===== src/rtl/vx_fpu_tag_tracker.sv =====
// vx_fpu_tag_tracker
//   Tag allocator and writeback-metadata store for one FPU block. Each issued
//   request gets a tag. The request's {wid, sop, eop, meta} is kept against
//   that tag. The FPU response for the tag restores it combinationally on
//   out_*. Exception flags are accumulated per warp across sop..eop packets.
//   The accumulated flags are emitted on the csr_write_* strobe when eop
//   releases.
//
// Ports
//   clk, reset         clock, synchronous active-high reset
//   req_*              request side: valid/ready handshake, wid/sop/eop/meta
//                      to store, req_tag = tag granted this cycle
//   rsp_*              FPU result side: returned tag plus optional fflags
//   out_*              restored metadata toward commit, out_ready backpressure
//   csr_write_*        per-warp fflags write on the last packet of an instr
//   count, empty       occupancy

// Per-warp flag accumulator: one instance per warp.
module vx_fpu_tag_tracker_wacc (
  input  logic       clk,
  input  logic       reset,
  input  logic       upd,        // release of a packet belonging to this warp
  input  logic       eop,
  input  logic       has_fflags,
  input  logic [4:0] fflags,     // already masked by has_fflags
  output logic [4:0] acc,
  output logic       seen
);
  always_ff @(posedge clk) begin
    if (reset) begin
      acc  <= '0;
      seen <= 1'b0;
    end else if (upd) begin
      if (eop) begin
        acc  <= '0;
        seen <= 1'b0;
      end else begin
        acc  <= acc | fflags;
        seen <= seen | has_fflags;
      end
    end
  end
endmodule

module vx_fpu_tag_tracker #(
  parameter  int SIZE       = 8,
  parameter  int META_WIDTH = 64,
  parameter  int NUM_WARPS  = 4,
  parameter  int IN_ORDER   = 0,
  localparam int TAG_WIDTH  = (SIZE > 1) ? $clog2(SIZE) : 1,
  localparam int NW_W       = (NUM_WARPS > 1) ? $clog2(NUM_WARPS) : 1,
  localparam int CNT_W      = $clog2(SIZE + 1)
) (
  input  logic                  clk,
  input  logic                  reset,
  input  logic                  req_valid,
  output logic                  req_ready,
  input  logic [NW_W-1:0]       req_wid,
  input  logic                  req_sop,
  input  logic                  req_eop,
  input  logic [META_WIDTH-1:0] req_meta,
  output logic [TAG_WIDTH-1:0]  req_tag,
  input  logic                  rsp_valid,
  output logic                  rsp_ready,
  input  logic [TAG_WIDTH-1:0]  rsp_tag,
  input  logic                  rsp_has_fflags,
  input  logic [4:0]            rsp_fflags,
  output logic                  out_valid,
  input  logic                  out_ready,
  output logic [NW_W-1:0]       out_wid,
  output logic                  out_sop,
  output logic                  out_eop,
  output logic [META_WIDTH-1:0] out_meta,
  output logic                  csr_write_enable,
  output logic [NW_W-1:0]       csr_write_wid,
  output logic [4:0]            csr_write_fflags,
  output logic [CNT_W-1:0]      count,
  output logic                  empty
);

  typedef struct packed {
    logic [NW_W-1:0]       wid;
    logic                  sop;
    logic                  eop;
    logic [META_WIDTH-1:0] meta;
  } ent_t;

  ent_t                 ent_mem [SIZE];
  logic [SIZE-1:0]      vld_r;
  logic [TAG_WIDTH-1:0] wr_ptr, rd_ptr, free_tag;
  logic [CNT_W-1:0]     count_r, count_next;
  logic                 full_r;
  logic                 acq_fire, rel_fire, ok;
  ent_t                 rsp_ent;

  function automatic logic [TAG_WIDTH-1:0] ptr_inc(input logic [TAG_WIDTH-1:0] p);
    return (p == TAG_WIDTH'(SIZE - 1)) ? '0 : p + 1'b1;
  endfunction

  // Lowest-index free entry; scanning downward lets the lowest index win.
  always_comb begin
    free_tag = '0;
    for (int i = SIZE - 1; i >= 0; i--)
      if (!vld_r[i]) free_tag = TAG_WIDTH'(i);
  end

  // Full is registered, so a release in a full cycle cannot feed an acquire.
  assign req_ready = ~full_r;
  assign acq_fire  = req_valid & req_ready;
  assign req_tag   = (IN_ORDER != 0) ? wr_ptr : free_tag;

  // In-order mode only releases the oldest tag; others wait upstream.
  assign ok        = (IN_ORDER == 0) || (rsp_tag == rd_ptr);
  assign out_valid = rsp_valid & ok;
  assign rsp_ready = out_ready & ok;
  assign rel_fire  = rsp_valid & rsp_ready;

  assign rsp_ent   = ent_mem[rsp_tag];
  assign out_wid   = rsp_ent.wid;
  assign out_sop   = rsp_ent.sop;
  assign out_eop   = rsp_ent.eop;
  assign out_meta  = rsp_ent.meta;

  assign count_next = count_r + CNT_W'(acq_fire) - CNT_W'(rel_fire);
  assign count      = count_r;
  assign empty      = (count_r == '0);

  always_ff @(posedge clk) begin
    if (reset) begin
      vld_r   <= '0;
      count_r <= '0;
      full_r  <= 1'b0;
      wr_ptr  <= '0;
      rd_ptr  <= '0;
    end else begin
      // Acquire and release never hit the same index: a released entry is valid.
      if (acq_fire) vld_r[req_tag] <= 1'b1;
      if (rel_fire) vld_r[rsp_tag] <= 1'b0;
      count_r <= count_next;
      full_r  <= (count_next == CNT_W'(SIZE));
      if (acq_fire) wr_ptr <= ptr_inc(wr_ptr);
      if (rel_fire) rd_ptr <= ptr_inc(rd_ptr);
    end
  end

  // Payload store needs no reset; validity lives in vld_r.
  always_ff @(posedge clk) begin
    if (acq_fire) ent_mem[req_tag] <= '{req_wid, req_sop, req_eop, req_meta};
  end

  // Per-warp fflags accumulation
  logic [NUM_WARPS-1:0][4:0] acc;
  logic [NUM_WARPS-1:0]      seen;
  logic [NW_W-1:0]           w;
  logic [4:0]                f;

  assign w = rsp_ent.wid;
  assign f = rsp_has_fflags ? rsp_fflags : 5'b0;

  for (genvar g = 0; g < NUM_WARPS; g++) begin : g_wacc
    vx_fpu_tag_tracker_wacc u_wacc (
      .clk        (clk),
      .reset      (reset),
      .upd        (rel_fire & (w == NW_W'(g))),
      .eop        (rsp_ent.eop),
      .has_fflags (rsp_has_fflags),
      .fflags     (f),
      .acc        (acc[g]),
      .seen       (seen[g])
    );
  end

  // Skip the CSR write when no packet of the instruction reported flags.
  assign csr_write_enable = rel_fire & rsp_ent.eop & (seen[w] | rsp_has_fflags);
  assign csr_write_wid    = w;
  assign csr_write_fflags = acc[w] | f;

  // A response for a tag that was never issued is an upstream bug.
  a_rsp_tag_valid : assert property (@(posedge clk) disable iff (reset)
    rsp_valid |-> vld_r[rsp_tag]);

endmodule


===== config.mk =====
export PLATFORM = sky130hd
export DESIGN_NAME = vx_fpu_tag_tracker
export DESIGN_NICKNAME = d
export VERILOG_FILES = /design/src/rtl/vx_fpu_tag_tracker.sv
export SDC_FILE = /design/constraint.sdc
export NUM_CORES = 1
export LEC_CHECK = 0
export ABC_AREA = 1
export CORE_MARGIN = 2
export CORE_UTILIZATION = 50
export CTS_CLUSTER_DIAMETER = 80
export DETAILED_ROUTE_END_ITERATION = 6
export GPL_TIMING_DRIVEN = 0
export HOLD_SLACK_MARGIN = 0.06
export PLACE_DENSITY_LB_ADDON = 0.25
export SLEW_MARGIN = 10
export SYNTH_ARGS = -nofsm -noshare
export SYNTH_HDL_FRONTEND = slang
export SYNTH_SLANG_ARGS = --single-unit

===== constraint.sdc =====
create_clock -name clk -period 4.6 [get_ports clk]
set_input_delay 0.92 -clock clk [delete_from_list [all_inputs] [get_ports clk]]
set_output_delay 0.92 -clock clk [all_outputs]
set_load 0.02 [all_outputs]

==> metrics.md, run 1 <==
| Metric | Value |
|---|---|
| I/O Buffers | 166 |
| CTS tree | done |
| Tot Pwr | between 10000 and 15000 uW |
| Num rows | 76 |
| DR pass1 iterations | 7 |
| Cell Int Power | between 8000 and 9000 uW |
| # IOs | roughly 170 |
| Share of cells above drive strength 1 | 10.9% |
| Core area | between 0.04 and 0.05 mm2 |
| Setup TNS | 0 ps |
| Maximum VDD drop | about 300 uV |
| Crit Path Category | in2out |
| Clock transition at path regs | roughly 60 ps |
| Switching power share of the total | between 20% and 30% |
| Number of synthesized flops with an enable pin | approximately 540 |
| Max Cap Violations | 0 |
| Synth cell types | 33 |
| Setup crit start kind | input port |
| HPWL after detailed placement | around 33 mm |
| Worst skew pair latency | approximately 610 ps |
| Worst Tran Pin Value | approximately 730 ps |
| Util after Layout | 61.6% |
| Via Count | ~13000 |
| Mapped cell area | 0.0217 mm2 |
| Warnings, synthesis | 0 |
| Largest net degree at the start of global routing | 47 |
| Seq/Total Area, Yosys | 78.7% |
| Antenna violations before repair | 6 |
| CTS Hold Bufs | 0 |
| Die H | 212 um |
| Achievable Freq | ~0.22 GHz |
| FILL cells | ~3200 |
| Worst path required time | around 3700 ps |
| Crit path arrival time | around 3600 ps |
| Lkg Pwr | just over 0.009 uW |
| Via-per-instance ratio | 5.47 |
| Mapped Cells | around 1500 |
| Total die area | about 0.045 mm2 |
| Final #Nets | 1833 |
| CTS max path bufs | 3 |
| Minimum clock period | 4520 ps |
| Root buf cell | clkbuf_16 |
| Clock skew | between 10 and 15 ps |
| Rel. slew slack | 51.0% |
| 1st-iter DRT viols | roughly 1300 |
| Final worst setup slack | 79.0 ps |
| Status | finished, final reports clean |
| P_sw | 2630 uW |
| TritonCTS buffer count | 56 |
| CTS sink cnt | between 500 and 600 |
| All-Layer GR Usage | ~23% |
| Starting Density | between 50% and 60% |
| Mapped Nets | about 1600 |
| Vias in the first global route | ~13000 |
| FF+latch count, synth | ~580 |
| Crit-path slowest cell | clkdlybuf4s50_1 |
| Flop pwr share | a little over half |
| Worst path cell trace | clkdlybuf4s50_1 -> inv_2 -> nor2_4 -> nand2_1 -> inv_2 -> buf_2 -> a221oi_1 -> nand2_1 -> clkdlybuf4s50_1 |
| Final ANT Viol Nets | 0 |
| Drt total wl | 51.6 mm |
| Residual DRC count | 0 |
| Hold WC Path Type | reg2reg |
| Final Wtd Congestion | 0.842 |
| Synth Flop Type | edfxtp_1 |
| Power per cell area | between 400 and 500 mW/mm2 |
| Max Slew Vio Count | 0 |
| GRT Residual Overflow | 0 |
| Setup-failing EPs final | 0 |
| Post-Syn Area per Cell | roughly 14 um2 |
| H-tree depth | 2 |
| Comb pwr share | 10.0% |
| Ys async rst share | 0% |
| Final hold violations | 0 |
| Layout area overhead | 22.1% |
| Average wire per standard cell | 21.7 um |
| Crit. End Element | primary output |
| Tcrit/Tclk final | a little over nine tenths |
| Global-route wire length before repair | roughly 76 mm |
| Crit path max fanout | 10 |
| Power share of the clock group | a little under two fifths |
| Die X | approximately 210 um |
| Worst slack, placed | -356 ps |
| CP peak stage delay | 630 ps |
| Hold WS | ~470 ps |
==> area by class of cell <==
class / instances / area (um2) / area share (%)
repair buffers: 187 / 2150 / 8.12
inverters: 81 / 314 / 1.19
clock inverters: 28 / 265 / 1.00
well taps: 585 / 732 / 2.76
plain buffers: 60 / 410 / 1.55
multi-input cells: 778 / 4040 / 15.3
clock buffers: 76 / 1500 / 5.65
flip-flops and latches: 581 / 17100 / 64.5
diodes: 2 / 5.00 / 0.0189
==> synth_stat cells, types with 16 or more instances <==
cell,number,area share [%]
dfxtp_1,37,3.4
buf_2,32,0.74
nand4_1,44,1.3
nand2_1,413,7.1
a21oi_1,33,0.76
a22oi_1,50,1.7
edfxtp_1,544,75
o21ai_0,17,0.39
clkbuf_1,21,0.36
inv_1,71,1.2
nand3_1,26,0.60
a22o_1,16,0.65
a221oi_1,67,2.7
nor2_1,63,1.1
==> power groups by stage <==
stage          registers (uW)  logic (uW)  clock network [uW]
2_1_floorplan            6200         541                   0
3_3_place_gp             6200        1060                   0
3_5_place_dp             6180        1160                   0
4_1_cts                  6070        1170                4430
5_1_grt                  6080        1250                4630
6_report                 6070        1160                4380
==> layout by cell type, fill, tap and decap left out, types with 2 or more instances in the layout <==
cell type and instances:
nand2_2 12, nor3_1 2, a21oi_1 33, edfxtp_1 544, buf_2 11, nand2_4 5
inv_2 9, a22o_1 16, a22oi_1 50, and3_1 5, clkbuf_4 15, bufinv_16 4
inv_1 68, a221oi_1 66, nand2_1 412, o21ai_0 17, nor2_8 2, clkbuf_16 57
clkbuf_1 23, nand3b_1 4, inv_4 4, buf_4 11, nand4_1 44, ha_1 5
buf_16 9, clkinv_2 6, buf_12 12, clkinv_1 14, diode_2 2, nor2_1 55
dfxtp_1 37, nor2_4 10, clkdlybuf4s50_1 165, a211oi_1 4, buf_6 8, nor2_2 4
nand3_1 26, clkbuf_2 11
==> state kept, by name, summed over array words and instances (netlist names) <==
register            count
count                   4
ent_mem               544
full_r                  1
g_wacc.u_wacc.acc      20
g_wacc.u_wacc.seen      4
vld_r                   8
==> worst max-delay path, delay by kind of cell <==
kind                   cells  cell delay, ps
and+or+nand+nor            3             540
buffers and inverters      5            1990
AOI/OAI and AO/OA          1             140
==> metrics by stage <==
| stage | area [um2] | cells |
|---|---|---|
| finish | 26500 | 2378 |
| detailed placement | 24600 | 2275 |
| global placement | 24100 | 2254 |
| floorplan | 21700 | 1503 |
| CTS | 26400 | 2377 |
| global route | 26500 | 2377 |
==> timing repair <==
| action | in CTS | in global routing |
|---|---|---|
| endpoints found under the setup margin | 63 | 54 |
| gates resized for setup | 24 | 39 |
| gates cloned | 0 | 0 |
| buffers inserted | 0 | 0 |
| endpoints found under the hold margin | 0 | 0 |
==> metal layers <==
layer / track usage (%) / share of wire, % / vias up
met5: 0 / 0.074 / -
met4: 6.87 / 2.5 / 6
met3: 4.79 / 7.3 / 92
met2: 39.2 / 50 / 470
met1: 30.2 / 40 / 6432
li1: - / - / 6008
==> cell families (layout without fill, tap and decap cells) <==
kind of cell | count (synthesis) | after routing | synth area share (%)
adder cells (fa/ha/maj) | 6 | 6 | 0.381
AND/OR/NAND/NOR | 582 | 582 | 11.5
AO/OA/AOI/OAI | 188 | 188 | 6.41
flip-flops | 581 | 581 | 78.7
XOR/XNOR | 2 | 2 | 0.0807
other | 0 | 2 | 0
buffers and inverters | 144 | 432 | 2.95
==> worst paths after layout <==
kind	to	slack [ps]	start	depth (start not counted)
setup / recovery	out_meta[61]	80	rsp_tag[1]	9
hold / removal	g_wacc[3].u_wacc.acc[0]	470	g_wacc[3].u_wacc.acc[0]	2
setup reg to reg	ent_mem[6][51]	1800	vld_r[2]	7
hold reg to reg	g_wacc[3].u_wacc.acc[0]	470	g_wacc[3].u_wacc.acc[0]	2
(Power assumes the default switching activity.)
==> run 2, diff against run 1 <==
--- a/config.mk
+++ b/config.mk
@@ -7,7 +7,7 @@
 export LEC_CHECK = 0
 export ABC_AREA = 1
 export CORE_MARGIN = 2
-export CORE_UTILIZATION = 50
+export CORE_UTILIZATION = 52
 export CTS_CLUSTER_DIAMETER = 80
 export DETAILED_ROUTE_END_ITERATION = 6
 export GPL_TIMING_DRIVEN = 0
==> metrics.md, run 2 (same netlist as run 1, synthesis figures left out) <==
| Metric | Value |
|---|---|
| Status | finished, final reports clean |
| HPWL after detailed placement | 33.3 mm (+0.96%) |
| Setup crit start kind | input port |
| TritonCTS buffer count | 56 (unchanged) |
| Final hold violations | 0 (unchanged) |
| CTS max path bufs | 3 (unchanged) |
| Top reg by flops | ent_mem |
| Share of cells above drive strength 1 | 11.5% (+0.65 points) |
| Num rows | 74 (-2.6%) |
| # IOs | 169 (unchanged) |
| Max reg flops | 544 (unchanged) |
| Hold path start | g_wacc[1].u_wacc.seen |
| CTS sink cnt | 581 (unchanged) |
| Worst path required time | 3680 ps (about the same) |
| Hold path cells | 2 (unchanged) |
| Most frequent cells in the layout | edfxtp_1 (544), nand2_1 (411), clkdlybuf4s50_1 (164), inv_1 (68), a221oi_1 (67) |
| Util after Layout | 64.7% (+3.0 points) |
| Biggest registers after layout | ent_mem: 544 flops, g_wacc.u_wacc.acc: 20 flops, vld_r: 8 flops |
| Antenna violations before repair | 5 (-1) |
| Largest net degree at the start of global routing | 41 (-13%) |
| Clock transition at path regs | 60 ps (about the same) |
| GRT Residual Overflow | 0 (unchanged) |
| Achievable Freq | 0.241 GHz (+9.0%) |
| FF-to-FF Start | vld_r[6] |
| FF-to-FF End | ent_mem[3][51] |
| Hold Path End | g_wacc[1].u_wacc.seen |
| Average wire per standard cell | 22.3 um (+2.9%) |
| Worst skew pair latency | 610 ps (about the same) |
| Lkg Pwr | 0.00937 uW (+0.78%) |
| Most Crowded Layer GR | met2 |
| Tot Pwr | 11600 uW (about the same) |
| M3 GR Usage | 4.54% (-0.24 points) |
| Setup-failing EPs final | 0 (unchanged) |
| Power per cell area | 438 mW/mm2 (about the same) |
| DR pass1 iterations | 5 (-2) |
| Residual DRC count | 0 (unchanged) |
| Crit Path Category | in2out |
| Global-route wire length before repair | 78.1 mm (+3.0%) |
| Die H | 208 um (-1.9%) |
| Starting Density | 52.9% (+2.4 points) |
| Vias in the first global route | 13000 (+2.9%) |
| Unrepaired setup endpoints after global routing | no |
| Rel. slew slack | 50.4% (-0.69 points) |
| M2 GR Usage | 39.8% (+0.62 points) |
| All-Layer GR Usage | 24.2% (+1.1 points) |
| FF-to-FF path depth | 11 (+4) |
| Reg2Reg Setup Slack | 2010 ps (+210 ps) |
| Worst Tran Pin Value | 743 ps (+10.3 ps) |
| CTS Hold Bufs | 0 (unchanged) |
| Final ANT Viol Nets | 0 (unchanged) |
| Maximum VDD drop | 295 uV (+0.23%) |
| Tcrit/Tclk final | 90.2% (-8.1 points) |
| Total die area | 0.0434 mm2 (-3.8%) |
| H-tree depth | 2 (unchanged) |
| Met1 Use GR | 32.5% (+2.2 points) |
| Crit path max fanout | 10 (unchanged) |
| Crit. End Element | primary output |
| Via Count | 13200 (+1.3%) |
| FILL cells | 2899 (-9.6%) |
| Setup bufs post-CTS | 0 (unchanged) |
| Hold WC Path Type | reg2reg |
| Max Cap Violations | 0 (unchanged) |
| 1st-iter DRT viols | 1333 (+3.0%) |
| Finished Layout Cells | 2329 (-2.1%) |
| Via-per-instance ratio | 5.66 (+3.4%) |
| Crit path arrival time | 3230 ps (-370 ps) |
| Final Wtd Congestion | 0.819 (-2.7%) |
| Commonest non-fill, non-tap cell in the layout | edfxtp_1 |
| Minimum clock period | 4150 ps (-372 ps) |
| Placed insts | 2224 (-2.2%) |
| Final #Nets | 1838 (+0.27%) |
| I/O Buffers | 166 (unchanged) |
| Max Slew Vio Count | 0 (unchanged) |
| CTS tree | done |
| Drt total wl | 52.0 mm (+0.77%) |
| Die X | 208 um (-1.9%) |
| Clock skew | 11.3 ps (+0.0493 ps) |
| Root buf cell | clkbuf_16 |
| Layout area overhead | 22.2% (about the same) |
| Core area | 0.0410 mm2 (-4.6%) |
-- run 2: cell count changes in the layout (fill, tap and decap cells not counted), moves of 3 or more --
cell	delta
clkbuf_1	-10
buf_4	+7
clkinv_2	+4
buf_16	+3
buf_6	-3
clkbuf_16	+3
clkbuf_2	+3
clkbuf_8	+3
-- run 2: layout make-up --
class / count / area, um2 / area share (%)
diodes: 3 / 7.51 / 0.0283
clock buffers: 73 / 1580 / 5.96
well taps: 532 / 666 / 2.51
multi-input cells: 778 / 4040 / 15.2
clock inverters: 29 / 191 / 0.722
repair buffers: 189 / 2220 / 8.36
plain buffers: 63 / 422 / 1.59
flip-flops and latches: 581 / 17100 / 64.4
inverters: 81 / 317 / 1.19
-- run 2: through the flow --
stage          instance area, um2  setup TNS [ps]  worst slack, ps  hold slack, ps
6_report                    26500               0              451             466
5_1_grt                     26500               0              352             493
4_1_cts                     26500               0             1.31             469
3_5_place_dp                24600          -11550             -284             454
3_3_place_gp                24000        -1136020            -3550             447
2_1_floorplan               21700          -37520             -151             437
-- run 2: worst max-delay path by stage --
stage	startpoint	to	slack [ps]
global route	rsp_tag[2]	out_meta[49]	350
global placement	req_valid	ent_mem[5][48]	-3550
CTS	rsp_tag[1]	out_meta[4]	1
detailed placement	rsp_tag[2]	out_meta[4]	-280
finish	rsp_tag[1]	out_meta[27]	450
floorplan	vld_r[2]	ent_mem[4][0]	-150
-- run 2: repair_timing --
action | in CTS | in global routing
endpoints found under the setup margin | 63 | 50
resized for setup | 31 | 31
pin swaps | 0 | 0
-- run 2: critical path: stages --
cell and delay (ps):
dlymetal6s2s_1 270, inv_2 110, nor2_4 150, nand2_2 200, inv_2 190, buf_4 220
clkbuf_4 280, nand2_1 80, nand4_1 160, clkdlybuf4s50_1 630
-- run 2: metal layers --
| metal | wire length, um | up-vias |
|---|---|---|
| met5 | 31 | - |
| met4 | 1500 | 4 |
| met3 | 3990 | 94 |
| met2 | 25300 | 547 |
| met1 | 21200 | 6517 |
| li1 | - | 6014 |
-- run 2: report_power, final --
part	internal [uW]	total, uW	switching [uW]
logic	444	1160	715
clock network	2520	4390	1870
registers	6020	6070	54.8
